## src/rtl/timer_dev_pkg.sv

```systemverilog
// -----------------------------------------------------------------------------
// timer_dev_pkg
//   Shared constants for the memory-mapped countdown timer:
//     - register word offsets (bridge address bits [3:2])
//     - FSM state encoding
//     - CTRL mode codes and CTRL bit positions
//     - helper that decodes whether a MODE value means auto-reload
// -----------------------------------------------------------------------------
package timer_dev_pkg;

  // Register word offsets
  localparam logic [1:0] TMR_CTRL   = 2'd0;
  localparam logic [1:0] TMR_PRESET = 2'd1;
  localparam logic [1:0] TMR_COUNT  = 2'd2;

  // FSM states
  typedef enum logic [1:0] {
    TMR_IDLE = 2'd0,
    TMR_LOAD = 2'd1,
    TMR_CNT  = 2'd2,
    TMR_INT  = 2'd3
  } tmr_state_e;

  // CTRL.MODE codes; 2'b1x is reserved and behaves as one-shot
  localparam logic [1:0] TMR_MODE_ONESHOT = 2'b00;
  localparam logic [1:0] TMR_MODE_RELOAD  = 2'b01;

  // CTRL bit positions
  localparam int CTRL_EN_BIT   = 0;
  localparam int CTRL_MODE_LSB = 1;
  localparam int CTRL_MODE_MSB = 2;
  localparam int CTRL_IM_BIT   = 3;

  // Only the exact auto-reload code reloads; everything else is one-shot.
  function automatic logic is_reload(input logic [1:0] mode);
    return (mode == TMR_MODE_RELOAD);
  endfunction

endpackage

```

## src/rtl/timer_dev.sv

```systemverilog
// -----------------------------------------------------------------------------
// timer_dev
//   Memory-mapped countdown timer on the device side of the CPU bridge.
//   Three registers (CTRL, PRESET, COUNT) plus an IDLE/LOAD/CNT/INT FSM that
//   counts COUNT down from PRESET and raises an interrupt on expiry.
//
//   Ports:
//     clk    in   system clock, rising-edge
//     reset  in   asynchronous active-low reset
//     addr   in   [1:0]  word offset within the device
//     we     in   write strobe, already address/interrupt qualified
//     wdata  in   [31:0] write data
//     rdata  out  [31:0] read data, combinational from addr
//     irq    out  registered interrupt request (IM & pending)
//
//   Bus protocol: single-cycle access, no handshake. A write commits on the
//   rising edge where we=1; a read is a pure function of addr and the current
//   register contents. The FSM always works from pre-edge register values, so
//   a bus write becomes visible to the FSM one cycle later.
//
//   The FSM state is held in `state_q` (type tmr_state_e) for checkers to bind.
// -----------------------------------------------------------------------------
module timer_dev
  import timer_dev_pkg::*;
#(
  parameter logic [31:0] PRESET_RST = 32'h0
) (
  input  logic        clk,
  input  logic        reset,
  input  logic [1:0]  addr,
  input  logic        we,
  input  logic [31:0] wdata,
  output logic [31:0] rdata,
  output logic        irq
);

  tmr_state_e  state_q,   state_d;
  logic        en_q,      en_d;
  logic [1:0]  mode_q,    mode_d;
  logic        im_q,      im_d;
  logic [31:0] preset_q,  preset_d;
  logic [31:0] count_q,   count_d;
  logic        pending_q, pending_d;
  logic        irq_d;

  logic        wr_ctrl;
  logic        wr_preset;
  logic        hw_set_pending;
  logic        hw_clr_pending;
  logic        hw_clr_en;

  assign wr_ctrl   = we && (addr == TMR_CTRL);
  assign wr_preset = we && (addr == TMR_PRESET);

  // ---------------------------------------------------------------------------
  // State registers
  // ---------------------------------------------------------------------------
  always_ff @(posedge clk or negedge reset) begin
    if (!reset) begin
      state_q   <= TMR_IDLE;
      en_q      <= 1'b0;
      mode_q    <= TMR_MODE_ONESHOT;
      im_q      <= 1'b0;
      preset_q  <= PRESET_RST;
      count_q   <= 32'h0;
      pending_q <= 1'b0;
      irq       <= 1'b0;
    end else begin
      state_q   <= state_d;
      en_q      <= en_d;
      mode_q    <= mode_d;
      im_q      <= im_d;
      preset_q  <= preset_d;
      count_q   <= count_d;
      pending_q <= pending_d;
      irq       <= irq_d;
    end
  end

  // ---------------------------------------------------------------------------
  // FSM next state, counter, and bus write merge
  // ---------------------------------------------------------------------------
  always_comb begin
    state_d        = state_q;
    en_d           = en_q;
    mode_d         = mode_q;
    im_d           = im_q;
    preset_d       = preset_q;
    count_d        = count_q;
    pending_d      = pending_q;
    hw_set_pending = 1'b0;
    hw_clr_pending = 1'b0;
    hw_clr_en      = 1'b0;

    case (state_q)
      TMR_IDLE: begin
        if (en_q) state_d = TMR_LOAD;
      end
      TMR_LOAD: begin
        count_d = preset_q;
        state_d = TMR_CNT;
      end
      TMR_CNT: begin
        if (!en_q) begin
          state_d = TMR_IDLE;
        end else if (count_q > 32'd1) begin
          count_d = count_q - 32'd1;
        end else begin
          // Reaching 1 (or a PRESET of 0) ends the period this edge.
          count_d        = 32'h0;
          hw_set_pending = 1'b1;
          state_d        = TMR_INT;
        end
      end
      TMR_INT: begin
        if (is_reload(mode_q)) begin
          hw_clr_pending = 1'b1;
          state_d        = TMR_LOAD;
        end else begin
          hw_clr_en = 1'b1;
          state_d   = TMR_IDLE;
        end
      end
      default: state_d = TMR_IDLE;
    endcase

    // A software CTRL write on the same edge overrides the hardware EN clear.
    if (hw_clr_en) en_d = 1'b0;
    if (wr_ctrl) begin
      en_d   = wdata[CTRL_EN_BIT];
      mode_d = wdata[CTRL_MODE_MSB:CTRL_MODE_LSB];
      im_d   = wdata[CTRL_IM_BIT];
    end

    // PRESET only feeds COUNT in LOAD, so a write mid-count leaves the
    // running count alone and is picked up at the next reload.
    if (wr_preset) preset_d = wdata;

    // Expiry sets pending even if software clears it on the same edge.
    if (hw_set_pending) begin
      pending_d = 1'b1;
    end else if (hw_clr_pending || wr_ctrl || wr_preset) begin
      pending_d = 1'b0;
    end

    // irq is registered from the next-state values so it always equals
    // IM & pending of the current cycle, with no combinational path out.
    irq_d = im_d & pending_d;
  end

  // ---------------------------------------------------------------------------
  // Read mux
  // ---------------------------------------------------------------------------
  always_comb begin
    rdata = 32'h0;
    case (addr)
      TMR_CTRL:   rdata = {28'h0, im_q, mode_q, en_q};
      TMR_PRESET: rdata = preset_q;
      TMR_COUNT:  rdata = count_q;
      default:    rdata = 32'h0;
    endcase
  end

endmodule

```

## config.mk

```make
export PLATFORM = sky130hd
export DESIGN_NAME = timer_dev
export DESIGN_NICKNAME = d
export VERILOG_FILES = /design/src/rtl/timer_dev_pkg.sv /design/src/rtl/timer_dev.sv
export SDC_FILE = /design/constraint.sdc
export NUM_CORES = 1
export LEC_CHECK = 0
export CAP_MARGIN = 20
export CORE_ASPECT_RATIO = 0.75
export CORE_MARGIN = 2
export CORE_UTILIZATION = 49
export DETAILED_ROUTE_END_ITERATION = 16
export PLACE_DENSITY = 0.75
export REMOVE_ABC_BUFFERS = 1
export SYNTH_ARGS = -nofsm -noshare
export SYNTH_HDL_FRONTEND = slang
export SYNTH_SLANG_ARGS = --single-unit
```

## constraint.sdc

```tcl
create_clock -name clk -period 2.2 [get_ports clk]
set_input_delay 0.33 -clock clk [delete_from_list [all_inputs] [get_ports clk]]
set_output_delay 0.33 -clock clk [all_outputs]
set_load 0.02 [all_outputs]
```

; ---- After elaboration in Yosys (flattened, before gate mapping)
; Cells that the tools add are included.
[totals]
ff_bits = 72
in_bits = 37
output_inout_bits = 33
word_cells = 51
[classes]
add_sub_neg = 1
n_lt_le_gt_ge = 1
n_eq_ne = 9
n_mux = 21
n_bitwise = 1
n_reduce_logical = 10
[ops]
columns = op, count
row1 = 32-bit one-hot mux with 3 select lines, 1
row2 = 32-bit 2-to-1 mux, 2
row3 = 32-bit one-hot mux with 2 select lines, 1
row4 = "32-bit by 1-bit > comparator with 1-bit output, second input constant", 1
row5 = "32-bit by 1-bit subtractor with 32-bit output, second input constant", 1
row6 = 1-bit 2-to-1 mux, 13
row7 = 2-bit one-hot mux with 4 select lines, 1
row8 = "2-bit by 1-bit equality test with 1-bit output, second input constant", 3
row9 = "2-bit equality test, second input constant", 3
row10 = 2-bit 2-to-1 mux, 3
row11 = 2-bit zero test, 2
row12 = "2-bit inequality test, second input constant", 2
row13 = 2-bit AND reduction, 2
row14 = 2-bit nonzero test, 2
row15 = "3-bit inequality test, second input constant", 1
row16 = 1-bit logical AND, 2
row17 = 1-bit logical OR, 2
row18 = 1-bit AND, 1

; ---- Logic depth before layout (Yosys ltp)
[logic_depth]
ltp_word = 8
depth_mapped = 9
depth_no_buf = 7

; ---- Least setup slack after synthesis
; OpenSTA, ideal clock, no wires.
[synth_path]
path_kind = reg-to-reg
startpoint = register count_q[0]
endpoint = register count_q[30]
t_arrival_ns = 2.170
t_required_ns = 2.117
slack_ns = -0.053
path_stages_with_launch = 8
period_less_slack_ns = 2.253
cell_sequence = dfrtp_1 -> inv_1 -> ha_1 -> nor3b_1 -> nand4_1 -> or4b_1 -> o41a_1 -> o22ai_1
[synth_via]
elab_chain_len = 4
[synth_rtl]
columns = element, line_no
row1 = from (decl), timer_dev.sv:42  ; logic [31:0] count_q, count_d;
row2 = from (signal assigned), timer_dev.sv:74  ; count_q <= count_d;
row3 = 32-bit by 1-bit subtractor with 32-bit output / 32-bit by 1-bit > comparator with 1-bit output (equally long branches), "timer_dev.sv:107, timer_dev.sv:106"
row4 = 32-bit 2-to-1 mux (*), timer_dev.sv:106  ; end else if (count_q > 32'd1) begin
row5 = 32-bit 2-to-1 mux (*), timer_dev.sv:104  ; if (!en_q) begin
row6 = 32-bit one-hot mux with 2 select lines (*), timer_dev.sv:95  ; case (state_q)
; Mark *: on every way between the ends. The rest lies on a longest branch, timed or not. The select of a mux whose other input is x is not followed.
; A chain may end at the register's enable or synchronous reset.

; ---- Final worst setup path
[layout_path]
startpoint = register count_q[1]
endpoint = register count_q[29]
; The elaborated chain is that of the path after synthesis.

==> results <==
- The clock slew seen by the registers of the worst setup and hold paths is 0.05 ns.
- The count of warnings emitted by yosys is 0.
- In the synthesized netlist, the number of instances is 423.
- TritonCTS built the clock tree.
- The register bit total from synthesis is 72.
- The met3 usage is 5.30%.
- The share of synthesized flip-flops with an asynchronous set or reset is 100%.
- The worst-path maximum fanout is 7.
- The buffer depth of the longest clock path is 2.
- The wire length of the first global-routing pass is 20100 um.
- The fraction of final layout cells with drive strength greater than 1 is 29.1%.
- The net count of the finished layout is slightly below 600.
- The most used flip-flop cell after synthesis is sky130_fd_sc_hd__dfrtp_1.
- The final setup TNS is -0.204 ns.
- For this block, the via count after detailed routing is 4072.
- The number of design rule violations left after detail routing is 0.
- The endpoint class of the critical path is a flip-flop.
- Across all setup checks in the final design, the least slack found is -0.0602 ns.
- The via count of the first global-routing pass is 3966.
- The worst setup path is of the flip-flop to flip-flop kind.
- The repair_antennas step left the layout with diodes totalling 0.
- Per report_power, the sequential group accounts for 31.1% of the total.
- After global routing the overflow that remains totals 0.
- Summing every instance area after synthesis gives 4180 um2.
- The worst IR drop on VDD is ~730 uV.
- For this run, the detailed router's first-pass iteration total came to 5.
- The analysis attributes to net switching a power of roughly 2800 uW.
- The cell internal power dissipation is 4260 uW.
- The power after layout is 7090 uW.
- The number of antenna violations at the first check in global routing is 0.
- The total routed wirelength is between 10000 and 15000 um.
- The detailed router finished its first iteration with slightly below 400 violations.
- The die area is between 9000 and 10000 um2.
- Static timing analysis puts the maximum clock frequency at between 0.4 and 0.5 GHz.
- Max-cap violations in this run came to 0.
- The count of nets left with antenna violations once routing finished came out at 0.
- On the final layout, the worst clock skew is 0.00741 ns.
- The flow ran to the end, but the final reports show violations.
- In this run the core area contains 29 standard-cell rows.
- The number of buffers inserted by hold repair at cts is 0.
- The mean post-synth cell area is 9.88 um2.
- Dividing the detail-routed via count by the number of cells gives 6.23.
- For the worst-skew pair, the clock arrives at the later sink with an insertion delay of 0.34 ns.
- The routability congestion estimate is 0.872.
- From synthesis to final layout, the design area changed by 38.5%.
- The top cell types in the final layout, fill and taps aside, are 72 x sky130_fd_sc_hd__dfrtp_1, 69 x sky130_fd_sc_hd__buf_4, 39 x sky130_fd_sc_hd__nand2_1.
- The normalized max-slew margin is 73.6%.
- The number of sinks on the clock net is 72.
- In this run the worst hold path is classified as input port to async pin.
- The time the final worst path needs with I/O delays and setup is 2.26 ns.
- From bottom edge to top edge, the die measures about 84 um.
- The total half-perimeter wirelength after legalization and detailed placement is roughly 8300 um.
- The sequential-to-total area share from yosys stat is between 40% and 50%.
- Entering global routing, the biggest net connects 73 pins.
- The clock network power share is roughly 20%.
- The number of hold-slack violations in the final timing report is 0.
- Yosys mapped the design onto 51 distinct sky130hd cell types.
- After global routing, the most crowded layer is met2.
- The combined global-route utilization of all metal layers is 26.6%.
- In this run the horizontal extent of the chip is between 100 and 150 um.
- The initial standard-cell utilization of the core is between 40 and 50%.
- In this run the power density over the cells is 1230 nW/um2.
- The library cell used most frequently in the layout, excluding fill and tap cells, is sky130_fd_sc_hd__dfrtp_1.
- Setup repair after global routing could not meet its margin everywhere.
- The met2 routing resource usage after global routing is 42.1%.
- The core region is 8380 um2.
- The combinational power share is 49.2%.
- 70 I/O pins were placed.
- The final count of pins violating max slew is 0.
- The post-detailed-route wirelength per cell is 18.6 um.
- The number of clock buffers inserted by TritonCTS is 9.
- The fraction of the cycle the final worst path needs is 103%.
- Data on the critical path is required at its endpoint by around 2.4 ns.
- The worst setup path is launched from a flip-flop.
- For the pin with the worst max-slew slack, the measured transition is slightly below 0.4 ns.
- The fraction of power spent switching nets is ~40%.
- The buffer type at the clock tree root is sky130_fd_sc_hd__clkbuf_16.
- For met1 alone, demand over resource in global routing was between 30 and 40%.
- The number of synthesized flops with an enable pin is 0.
- Setup violations remaining at the end of the flow were counted as 7.
- The final reports fail on setup timing.
- The leakage power summed over all cells is 0.00255 uW.
- The H-tree generated during clock tree synthesis spans 3 levels.
- Data on the critical path arrives at its endpoint at 2.48 ns.
- The port buffer count is 69.
-- stage by stage --
step | worst slack [ns] | hold slack (ns) | utilization (%) | std cells | cell area, um2
after floorplan | -1.55 | 0.0344 | - | 385 | 4000
after global placement | -0.179 | 0.391 | 64.6 | 635 | 5420
after detailed placement | -0.197 | 0.394 | 64.6 | 635 | 5420
after CTS | -0.0291 | 0.0435 | 68.0 | 651 | 5700
after global routing | -0.139 | 0.0646 | 69.0 | 654 | 5790
final | -0.0602 | 0.0208 | 69.0 | 654 | 5790
-- sequential cells by signal (all words and copies together) (netlist names) --
name,count
en_q,1
mode_q,2
im_q,1
count_q,32
state_q,2
irq,1
preset_q,32
pending_q,1
-- what timing repair did --
action / 4_1_cts / 5_1_grt
setup endpoints to repair: 51 / 41
pin swaps: 1 / 6
buffers inserted: 0 / 3
gates resized for setup: 40 / 21
-- logic make-up (layout without fill, tap and decap cells) --
logic type | Yosys count | after routing | synth area share, %
fa+ha+maj | 2 | 2 | 0.599
buf+inv | 44 | 167 | 4.73
simple gates | 146 | 146 | 19.6
mux | 40 | 40 | 10.6
compound gates | 119 | 119 | 21.3
flops | 72 | 72 | 43.1
-- synthesized netlist by cell type, types with 12 or more instances --
cell,n,area [um2]
sky130_fd_sc_hd__a22o_1,36,315
sky130_fd_sc_hd__nand3_1,12,60.1
sky130_fd_sc_hd__dfrtp_1,72,1800
sky130_fd_sc_hd__nor3_1,12,60.1
sky130_fd_sc_hd__nand2_1,40,150
sky130_fd_sc_hd__mux2_2,35,394
sky130_fd_sc_hd__nor2_1,17,63.8
sky130_fd_sc_hd__a21oi_1,15,75.1
sky130_fd_sc_hd__o21ai_0,17,85.1
sky130_fd_sc_hd__clkbuf_1,25,93.8
-- area by class of cell --
| cell class | instances | area [um2] |
|---|---|---|
| clock buffer | 13 | 270 |
| clock inverter | 3 | 15.0 |
| fill | 662 | 2590 |
| inverter | 6 | 22.5 |
| multi-input combinational | 307 | 2270 |
| sequential | 72 | 1800 |
| tap | 108 | 135 |
| timing repair buffer | 145 | 1270 |
-- power by group through the flow --
stage / clock network [uW] / logic [uW] / registers [uW]
finish: 1400 / 3490 / 2210
global placement: 0 / 3310 / 2160
floorplan: 0 / 1760 / 2220
global route: 1480 / 3760 / 2270
CTS: 1420 / 3370 / 2170
detailed placement: 0 / 3400 / 2180
-- layer usage --
metal | wire length [um] | vias to the layer above | part of all wire [%]
met1 | 5420 | 1979 | 45
met2 | 5660 | 207 | 47
li1 | - | 1871 | -
met3 | 945 | 15 | 7.8
met4 | 113 | 0 | 0.93
met5 | 0 | - | 0
-- path summary, 6_finish.rpt --
path	from	end	slack, ns	cells past startpoint
max reg2reg	count_q[1]	count_q[29]	-0.06	8
max	count_q[1]	count_q[29]	-0.06	8
min reg2reg	preset_q[26]	preset_q[26]	0.53	1
max in group asynchronous	reset	count_q[27]	1.86	2
min in group clk	preset_q[26]	preset_q[26]	0.53	1
min	reset	preset_q[5]	0.02	2
-- worst max-delay path: stages, from the launching register on --
cell	delay [ns]
sky130_fd_sc_hd__dfrtp_1	0.41
sky130_fd_sc_hd__inv_1	0.11
sky130_fd_sc_hd__ha_2	0.20
sky130_fd_sc_hd__buf_4	0.12
sky130_fd_sc_hd__nor2_1	0.05
sky130_fd_sc_hd__nor4bb_2	0.40
sky130_fd_sc_hd__nand3_2	0.30
sky130_fd_sc_hd__a31o_2	0.32
sky130_fd_sc_hd__a22o_1	0.23
Note: power is estimated with default switching activity, not from simulation.
